## src/rtl/hexseg_pkg.sv

```systemverilog
// Shared constants for the hex seven-segment scanner: segment bit masks,
// the glyph table for nibbles 0..F, and a lookup helper.
package hexseg_pkg;

    // Segment masks as wired on the board connector
    localparam logic [6:0] SEG_B = 7'h01;
    localparam logic [6:0] SEG_G = 7'h02;
    localparam logic [6:0] SEG_C = 7'h04;
    localparam logic [6:0] SEG_F = 7'h08;
    localparam logic [6:0] SEG_A = 7'h10;
    localparam logic [6:0] SEG_D = 7'h20;
    localparam logic [6:0] SEG_E = 7'h40;

    // Glyphs for 0..F; lower-case b and d keep them distinct from 8 and 0
    localparam logic [6:0] HEX_GLYPH [16] = '{
        SEG_A | SEG_B | SEG_C | SEG_D | SEG_E | SEG_F,          // 0 -> 7D
        SEG_B | SEG_C,                                          // 1 -> 05
        SEG_A | SEG_B | SEG_G | SEG_E | SEG_D,                  // 2 -> 73
        SEG_A | SEG_B | SEG_G | SEG_C | SEG_D,                  // 3 -> 37
        SEG_F | SEG_G | SEG_B | SEG_C,                          // 4 -> 0F
        SEG_A | SEG_F | SEG_G | SEG_C | SEG_D,                  // 5 -> 3E
        SEG_A | SEG_F | SEG_G | SEG_E | SEG_C | SEG_D,          // 6 -> 7E
        SEG_A | SEG_B | SEG_C,                                  // 7 -> 15
        SEG_A | SEG_B | SEG_C | SEG_D | SEG_E | SEG_F | SEG_G,  // 8 -> 7F
        SEG_A | SEG_B | SEG_C | SEG_D | SEG_F | SEG_G,          // 9 -> 3F
        SEG_A | SEG_B | SEG_C | SEG_E | SEG_F | SEG_G,          // A -> 5F
        SEG_F | SEG_E | SEG_G | SEG_C | SEG_D,                  // b -> 6E
        SEG_A | SEG_F | SEG_E | SEG_D,                          // C -> 78
        SEG_B | SEG_C | SEG_D | SEG_E | SEG_G,                  // d -> 67
        SEG_A | SEG_F | SEG_G | SEG_E | SEG_D,                  // E -> 7A
        SEG_A | SEG_F | SEG_G | SEG_E                           // F -> 5A
    };

    function automatic logic [6:0] hex_glyph(input logic [3:0] nibble);
        return HEX_GLYPH[nibble];
    endfunction

endpackage

```

## src/rtl/hexseg_decode.sv

```systemverilog
// Combinational nibble-to-glyph decoder; a blanked digit renders no segments.
module hexseg_decode
    import hexseg_pkg::*;
(
    input  logic [3:0] nibble,
    input  logic       blank,
    output logic [6:0] glyph
);

    // Table lookup, forced dark when the digit is a suppressed leading zero
    always_comb begin
        glyph = blank ? 7'h00 : hex_glyph(nibble);
    end

endmodule

```

## src/rtl/hexseg_scan.sv

```systemverilog
// Time-multiplexed driver for a bank of common-cathode seven-segment digits.
// A free-running slot counter walks the digits round-robin; each slot opens
// with a dead-time window so the previous digit's segments never ghost onto
// the next one. Loads land in a pending register and only reach the display
// register at the frame boundary, so a frame is never torn.
module hexseg_scan
    import hexseg_pkg::*;
#(
    parameter int unsigned NUM_DIGITS   = 4,
    parameter int unsigned CLK_DIV      = 1000,
    parameter int unsigned BLANK_CYCLES = 16,
    parameter int unsigned LZ_BLANK     = 1
) (
    input  logic                    clk,
    input  logic                    reset_n,
    input  logic [4*NUM_DIGITS-1:0] value,
    input  logic [NUM_DIGITS-1:0]   dp_in,
    input  logic                    load,
    input  logic                    enable,
    output logic [6:0]              segment,
    output logic                    dp,
    output logic [NUM_DIGITS-1:0]   digit_n,
    output logic                    frame_done
);

    localparam int unsigned CNT_W = $clog2(CLK_DIV);
    localparam int unsigned IDX_W = (NUM_DIGITS > 1) ? $clog2(NUM_DIGITS) : 1;

    localparam logic [CNT_W-1:0] CNT_LAST = CNT_W'(CLK_DIV - 1);
    localparam logic [CNT_W-1:0] CNT_LIT  = CNT_W'(BLANK_CYCLES);
    localparam logic [IDX_W-1:0] IDX_LAST = IDX_W'(NUM_DIGITS - 1);

    logic [CNT_W-1:0]          cnt_q;
    logic [IDX_W-1:0]          idx_q;

    logic [4*NUM_DIGITS-1:0]   pend_value_q, pend_value_d;
    logic [NUM_DIGITS-1:0]     pend_dp_q, pend_dp_d;
    logic [4*NUM_DIGITS-1:0]   disp_value_q, disp_value_d;
    logic [NUM_DIGITS-1:0]     disp_dp_q, disp_dp_d;
    logic                      commit;

    logic [NUM_DIGITS-1:0]     lz_blank;
    logic                      above_zero;

    logic [3:0]                sel_nibble;
    logic                      sel_blank;
    logic                      sel_dp;
    logic [6:0]                glyph;
    logic                      lit;
    logic [NUM_DIGITS-1:0]     digit_n_d;

    // Slot counter and digit index; both run regardless of enable
    always_ff @(posedge clk or negedge reset_n) begin
        if (!reset_n) begin
            cnt_q <= '0;
            idx_q <= '0;
        end else if (cnt_q == CNT_LAST) begin
            cnt_q <= '0;
            idx_q <= (idx_q == IDX_LAST) ? '0 : idx_q + 1'b1;
        end else begin
            cnt_q <= cnt_q + 1'b1;
        end
    end

    // Pending takes every load; display takes pending on the frame boundary,
    // and a load on that same edge bypasses straight through to display
    always_comb begin
        commit       = (idx_q == IDX_LAST) && (cnt_q == CNT_LAST);
        pend_value_d = load ? value : pend_value_q;
        pend_dp_d    = load ? dp_in : pend_dp_q;
        disp_value_d = commit ? pend_value_d : disp_value_q;
        disp_dp_d    = commit ? pend_dp_d : disp_dp_q;
    end

    // Pending and display registers
    always_ff @(posedge clk or negedge reset_n) begin
        if (!reset_n) begin
            pend_value_q <= '0;
            pend_dp_q    <= '0;
            disp_value_q <= '0;
            disp_dp_q    <= '0;
        end else begin
            pend_value_q <= pend_value_d;
            pend_dp_q    <= pend_dp_d;
            disp_value_q <= disp_value_d;
            disp_dp_q    <= disp_dp_d;
        end
    end

    // Leading-zero chain from the top digit down; digit 0 always shows
    always_comb begin
        lz_blank   = '0;
        above_zero = 1'b1;
        if (LZ_BLANK != 0) begin
            for (int k = int'(NUM_DIGITS) - 1; k > 0; k--) begin
                above_zero  = above_zero & (disp_value_q[4*k +: 4] == 4'h0);
                lz_blank[k] = above_zero;
            end
        end
    end

    // Select the active digit's nibble/blank/dp and build the select pattern
    always_comb begin
        sel_nibble = 4'h0;
        sel_blank  = 1'b0;
        sel_dp     = 1'b0;
        digit_n_d  = '1;
        lit        = enable && (cnt_q >= CNT_LIT);
        for (int k = 0; k < int'(NUM_DIGITS); k++) begin
            if (idx_q == IDX_W'(k)) begin
                sel_nibble   = disp_value_q[4*k +: 4];
                sel_blank    = lz_blank[k];
                sel_dp       = disp_dp_q[k];
                digit_n_d[k] = ~lit;
            end
        end
    end

    hexseg_decode u_decode (
        .nibble (sel_nibble),
        .blank  (sel_blank),
        .glyph  (glyph)
    );

    // Registered pins; dark during dead time or when disabled
    always_ff @(posedge clk or negedge reset_n) begin
        if (!reset_n) begin
            segment    <= '0;
            dp         <= 1'b0;
            digit_n    <= '1;
            frame_done <= 1'b0;
        end else begin
            segment    <= lit ? glyph : 7'h00;
            dp         <= lit & sel_dp;
            digit_n    <= digit_n_d;
            frame_done <= commit;
        end
    end

endmodule
```

## config.mk

```make
export PLATFORM = sky130hd
export DESIGN_NAME = hexseg_scan
export DESIGN_NICKNAME = d
export VERILOG_FILES = /design/src/rtl/hexseg_pkg.sv /design/src/rtl/hexseg_decode.sv /design/src/rtl/hexseg_scan.sv
export SDC_FILE = /design/constraint.sdc
export NUM_CORES = 1
export LEC_CHECK = 0
export BUFFER_PORTS_ARGS = -buffer_cell sky130_fd_sc_hd__buf_2
export CELL_PAD_IN_SITES_DETAIL_PLACEMENT = 0
export CELL_PAD_IN_SITES_GLOBAL_PLACEMENT = 1
export CORE_MARGIN = 2
export CORE_UTILIZATION = 47
export DETAILED_ROUTE_END_ITERATION = 12
export HOLD_SLACK_MARGIN = 0.05
export PLACE_DENSITY_LB_ADDON = 0.15
export SYNTH_ARGS = -nofsm -noshare
export SYNTH_HDL_FRONTEND = slang
export SYNTH_SLANG_ARGS = --single-unit
```

## constraint.sdc

```tcl
create_clock -name clk -period 2.7 [get_ports clk]
set_input_delay 0.135 -clock clk [delete_from_list [all_inputs] [get_ports clk]]
set_output_delay 0.135 -clock clk [all_outputs]
set_load 0.01 [all_outputs]
```

==> results of run 1 <==
## state kept, by name, indices dropped and copies added, names as in the netlist
| register | cells |
|---|---|
| pend_dp_q | 4 |
| disp_dp_q | 4 |
| disp_value_q | 16 |
| digit_n | 4 |
| segment | 7 |
| pend_value_q | 16 |
| dp | 1 |
| cnt_q | 10 |
| idx_q | 2 |
| frame_done | 1 |
## power breakdown
group          internal, W  switching [W]
Combinational     0.000103      0.0000909
Clock             0.000597       0.000353
Sequential         0.00103      0.0000216
Total              0.00173       0.000466
## layer usage
metal  track usage, %  vias up  share of wire, %
li1                 -      969                 -
met1             21.8      939                48
met2             26.5       29                46
met3             5.31        8               3.6
met4             7.79        0               1.9
met5                0        -                 0
## per-stage QoR
stage | power (W) | utilization [%] | worst slack (ps) | cell area, um^2 | cells
3_3_place_gp | 0.00124 | 52.1 | 265 | 3270 | 348
5_1_grt | 0.00230 | 59.3 | 89.4 | 3720 | 385
4_1_cts | 0.00222 | 59.1 | 153 | 3710 | 385
2_1_floorplan | 0.00117 | - | 453 | 3030 | 241
3_5_place_dp | 0.00124 | 52.1 | 175 | 3270 | 348
6_report | 0.00219 | 59.3 | 357 | 3720 | 385
## cells in the mapped netlist (all sizes together)
cell / count / share of area, %
a211oi: 8 / 2.7
a21boi: 1 / 0.25
a21o: 2 / 0.49
a21oi: 5 / 0.95
a221oi: 1 / 0.49
a31oi: 2 / 0.41
and2: 1 / 0.21
buf: 7 / 2.1
clkbuf: 4 / 0.54
dfrtp: 61 / 50
dfstp: 4 / 3.5
ha: 13 / 5.4
inv: 10 / 1.2
mux2: 41 / 15
mux2i: 2 / 0.66
nand2: 17 / 2.1
nand2b: 3 / 0.62
nand3: 7 / 1.3
nand3b: 3 / 0.74
nand4: 1 / 0.21
nor2: 13 / 1.6
nor2b: 3 / 0.62
nor3: 3 / 0.49
nor3b: 2 / 0.49
nor4: 4 / 1.3
o211ai: 2 / 0.49
o21a: 1 / 0.25
o21ai: 6 / 1.4
o221ai: 2 / 0.58
o22a: 1 / 0.29
o31a: 1 / 0.29
o31ai: 2 / 0.49
or2: 1 / 0.21
or4: 1 / 0.25
xnor2: 3 / 0.87
xor2: 3 / 0.87
## cell type report
class	instances	share of cell area, %
Clock buffer	14	4.64
Clock inverter	2	1.61
Inverter	10	1.01
Multi-Input combinational cell	155	34.8
Sequential cell	65	43.8
Tap cell	77	2.59
Timing Repair Buffer	62	11.5
## repair_timing
action / 4_1_cts / 5_1_grt
hold buffers: 21 / 0
setup endpoints to repair: 0 / 3
endpoints found under the hold margin: 81 / 0
resized for setup: 0 / 2
## cells by family (layout without fill, tap and decap cells)
kind of cell / count (synthesis) / in the layout / synth area share, %
flip-flops: 65 / 65 / 53.8
AND/OR/NAND/NOR: 59 / 59 / 10.2
XOR/XNOR: 6 / 6 / 1.73
adder cells (fa/ha/maj): 13 / 13 / 5.36
multiplexers: 43 / 43 / 16.0
buffers and inverters: 21 / 88 / 3.84
AO/OA/AOI/OAI: 34 / 34 / 9.08
## cell usage in the layout, fill, tap and decap left out, types with 2 or more instances in the layout
cell type | synthesis | final
dfstp_2 | 4 | 4
nor2_1 | 13 | 13
a21o_1 | 2 | 2
a211oi_1 | 5 | 5
a211oi_2 | 2 | 2
nand2b_1 | 3 | 3
ha_1 | 13 | 13
dfrtp_1 | 61 | 61
buf_2 | 2 | 36
o31ai_1 | 2 | 2
o221ai_2 | 0 | 2
nand2_1 | 17 | 17
nand3b_1 | 3 | 3
nor2b_1 | 3 | 3
nor3b_1 | 2 | 2
mux2i_1 | 2 | 2
o21ai_0 | 5 | 5
nor4_1 | 3 | 3
nand3_1 | 6 | 6
xor2_1 | 3 | 3
inv_1 | 10 | 10
clkbuf_1 | 3 | 2
nor3_1 | 3 | 3
xnor2_1 | 3 | 3
buf_4 | 1 | 5
o211ai_1 | 2 | 2
dlygate4sd3_1 | 0 | 21
clkbuf_8 | 0 | 12
bufinv_16 | 0 | 2
mux2_2 | 40 | 40
a21oi_1 | 4 | 4
a31oi_1 | 2 | 2
## worst paths after layout
check / startpoint / end / depth (start not counted)
setup reg to reg: idx_q[0]$_DFFE_PN0N_ / segment[5]$_DFF_PN0_ / 9
hold reg to reg: cnt_q[0]$_DFF_PN0_ / cnt_q[0]$_DFF_PN0_ / 1
setup / recovery: idx_q[0]$_DFFE_PN0N_ / segment[5]$_DFF_PN0_ / 9
max in group asynchronous: reset_n / disp_value_q[12]$_DFFE_PN0P_ / 3
min in group asynchronous: reset_n / disp_value_q[0]$_DFFE_PN0P_ / 3
hold / removal: enable / digit_n[0]$_DFF_PN1_ / 3
## critical path, cell delays in order (launching register included)
cell and delay, ps:
dfrtp_1 400, inv_1 120, ha_1 360, nand2_1 150, o221ai_2 310, inv_1 160
ha_1 310, inv_1 50, o21a_1 180, a211oi_1 220
==> metrics, run 1 <==
Storage cell area 0.00163 mm^2; Worst-path clk slew 70 ps; PD cells 589 mW/mm^2; Syn. warnings 0; I/O pin count 37; worst endpoint data arrival time 2590 ps; buffers added on ports 36; die extent in x 84.3 um; CTS tree built; Synth Instances 241; die area 0.00711 mm^2; vias in the first global route 1,959; all-layer global routing usage 17.0%; final number of hold-violating endpoints 0; Iter 0 DRT Violations 72; post-synth net total 278; Required @ worst endpoint 2950 ps; Post-CTS Repair Setup Buffers 0; H-Tree Depth 3; register-to-register setup slack 360 ps; Fillers 544; initial antenna violation count 0; Layout area overhead 22.8%; final wirelength 5.39 mm; total number of placement rows 29; max-slew violations 0; Worst Max-Slew Pin Slew 793 ps; VDD IR max 0.000329 V; CTS Buffer Depth 2; dpl hpwl 3.57 mm; status complete, no violations; vias 1,945; Max Cap Violations 0; Final period util 86.8%; post-route minimum period 2340 ps; Final setup viols 0; Hold Slack 231 ps; DRC viols 0; setup TNS 0 ps; gpl congestion 0.811; cell area after synthesis 0.00303 mm^2; final net count 340; Root Driver clkbuf_8; Max-slew headroom 47.1%; largest net degree at the start of global routing 66; CTS buffer count 9; Routed Antenna Nets 0; area of the multi-input gates 0.00130 mm^2; Clk Latency, worst-skew pair 340 ps; clk sink count 65; min-delay worst type primary input to register; vias per inst 5.05; final clock skew 10.7 ps; first-pass GRT wire length 9.27 mm; FMAX 0.427 GHz; Die H 84.3 um; drt first pass iters 4; sequential-to-total area share from yosys stat 53.8%; largest fanout on the critical path 9; static leakage 1.70 nW; WL/cell 14.0 um; Yosys reg bits 65; antenna cells 0; Initial Util 48.3%; Synth cell types 46; syn avg cell area 12.6 um^2; total grt overflow 0; layout cell share with drive strength beyond 1 35.7%; RSZ-0062 raised after global routing false; crit path kind register to register; core footprint 0.00628 mm^2; CP startpoint kind register; crit end category register
Power figures use the tool's default switching activity.
==> inputs of run 2 (changes only) <==
--- a/config.mk
+++ b/config.mk
@@ -8,8 +8,9 @@
 export BUFFER_PORTS_ARGS = -buffer_cell sky130_fd_sc_hd__buf_2
 export CELL_PAD_IN_SITES_DETAIL_PLACEMENT = 0
 export CELL_PAD_IN_SITES_GLOBAL_PLACEMENT = 1
+export CORE_ASPECT_RATIO = 1.25
 export CORE_MARGIN = 2
-export CORE_UTILIZATION = 47
+export CORE_UTILIZATION = 50
 export DETAILED_ROUTE_END_ITERATION = 12
 export HOLD_SLACK_MARGIN = 0.05
 export PLACE_DENSITY_LB_ADDON = 0.15
==> constraint.sdc (replaced) <==
create_clock -name clk -period 2.77 [get_ports clk]
set_input_delay 0.1385 -clock clk [delete_from_list [all_inputs] [get_ports clk]]
set_output_delay 0.1385 -clock clk [all_outputs]
set_load 0.01 [all_outputs]
==> run 2 against run 1 <==
  * Global-route usage grew 1.1 points
  * Total power down 0.95%
  * Critical path depth did not move
  * Clock-buffer cell count down 5
  * Clock skew down 3.8 ps
  * Combinational power decreased by 6%
  * Fmax down 2.3%
  * Largest cell class unchanged
  * Highest routed layer unchanged
==> metrics, run 2 (synthesis results as in run 1) <==
CP startpoint kind register; core footprint 0.00582 mm^2; largest net degree at the start of global routing 36; vias 1,929; final clock skew 6.93 ps; RSZ-0062 raised after global routing false; Worst Max-Slew Pin Slew 491 ps; gpl congestion 0.771; CP Buf/Inv Count 3; Hold EP pend_value_q[5]$_DFF_PN0_; Required @ worst endpoint 3020 ps; die extent in x 73.7 um; vias per inst 5.24; PD cells 594 mW/mm^2; Top delay family on crit path compound AO/OA/AOI/OAI gates; beginning of the worst hold path value[5]; final net count 334; Clk Latency, worst-skew pair 340 ps; largest fanout on the critical path 13; layout cell share with drive strength beyond 1 37.1%; crit end category register; initial antenna violation count 0; Iter 0 DRT Violations 56; total grt overflow 0; all-layer global routing usage 18.0%; CTS buffer count 9; Final period util 86.6%; register-to-register setup slack 370 ps; RR Endpoint segment[5]$_DFF_PN0_; crit-path cells ha_1, inv_1, nand2_1, o221ai_2, inv_1, ha_1, inv_1, o21a_1, a211oi_1; worst endpoint data arrival time 2650 ps; clk sink count 65; static leakage 1.69 nW; Die H 91.1 um; final number of hold-violating endpoints 0; final wirelength 5.31 mm; Worst Reg-to-Reg Cells 9; buffers added on ports 36; WL/cell 14.4 um; dpl hpwl 3.77 mm; post-route minimum period 2400 ps; commonest non-fill, non-tap cell in the layout dfrtp_1; crit path kind register to register; Fillers 492; most frequent cells in the layout dfrtp_1, mux2_2, buf_2; setup TNS 0 ps; Layout area overhead 20.6%; DRC viols 0; Storage cell area 0.00163 mm^2; I/O pin count 37; Worst Hold Depth 2; Root Driver clkbuf_8; first-pass GRT wire length 9.35 mm; min-delay worst type primary input to register; Worst-path clk slew 70 ps; Final setup viols 0; CTS Buffer Depth 2; vias in the first global route 2,050; area of the multi-input gates 0.00130 mm^2; r2r startpoint idx_q[0]$_DFFE_PN0N_; Routed Antenna Nets 0; Core Util, Final 62.9%; die area 0.00671 mm^2; antenna cells 0; VDD IR max 0.000362 V; CTS tree built; most used cell, CP inv_1; status complete, no violations; total number of placement rows 31; crit-path max cell delay 400 ps; Max-slew headroom 67.0%; FMAX 0.417 GHz; slowest cell on the critical path dfrtp_1; Max Cap Violations 0; Initial Util 52.1%; H-Tree Depth 3; drt first pass iters 4; biggest regs disp_value_q: 16 flops, pend_value_q: 16 flops, cnt_q: 10 flops; max-slew violations 0; CP startpoint idx_q[0]$_DFFE_PN0N_
[run 2: cell count changes in the layout (fill, tap and decap cells not counted), sizes merged]
cell / previous run / this run
bufinv: 2 / 3
clkbuf: 14 / 9
clkinv: 0 / 3
dlygate4sd3: 21 / 15
inv: 10 / 11
[run 2: repair_timing]
item | 4_1_cts | 5_1_grt
hold endpoints to repair | 73 | 2
buffers inserted | 0 | 0
hold buffers | 13 | 2
gates resized for setup | 0 | 2
endpoints found under the setup margin | 0 | 2
[run 2: final cells by class]
class                   instances  share of cell area (%)
flip-flops and latches         65                    44.6
well taps                      66                    2.26
clock inverters                 7                    3.21
repair buffers                 56                    10.1
multi-input cells             155                    35.5
clock buffers                   9                    3.39
inverters                      10                    1.03
[run 2: how the worst max path moves through the flow]
| stage | to | slack, ps | cells after the start |
|---|---|---|---|
| final | segment[5]$_DFF_PN0_ | 370 | 9 |
| after global routing | segment[5]$_DFF_PN0_ | 130 | 9 |
| after CTS | segment[5]$_DFF_PN0_ | 200 | 9 |
| after detailed placement | segment[5]$_DFF_PN0_ | 240 | 9 |
| after global placement | segment[5]$_DFF_PN0_ | 330 | 9 |
| after floorplan | segment[5]$_DFF_PN0_ | 520 | 10 |
[run 2: report_power, final]
| part | internal (W) | switching (W) | total [W] |
|---|---|---|---|
| Sequential | 0.00100 | 0.0000207 | 0.00102 |
| Clock | 0.000599 | 0.000368 | 0.000967 |
| Combinational | 0.0000956 | 0.0000869 | 0.000183 |
| Total | 0.00170 | 0.000476 | 0.00217 |
[run 2: stage by stage]
| step | worst slack, ps | cells | power (W) | hold WS, ps | instance area (um^2) |
|---|---|---|---|---|---|
| global route | 131 | 368 | 0.00227 | 52.2 | 3660 |
| floorplan | 523 | 241 | 0.00114 | -157 | 3030 |
| global placement | 328 | 337 | 0.00121 | 181 | 3250 |
| detailed placement | 235 | 337 | 0.00121 | 188 | 3250 |
| CTS | 199 | 366 | 0.00220 | 50.1 | 3630 |
| finish | 371 | 368 | 0.00217 | 55.6 | 3660 |
[run 2: metal layers]
layer	share of wire [%]	wire [um]	GRT usage, %
met4	1.4	74	7.58
met3	2.7	144	4.66
met1	46	2420	22.7
met2	50	2670	28.9
met5	0	0	0
[run 2: worst reg2reg max path: cells and delay by family (launching register included)]
kind	cells	cell delay (ps)
simple gates	1	110
compound gates	3	710
buf+inv	3	430
fa+ha+maj	2	670
flops	1	400
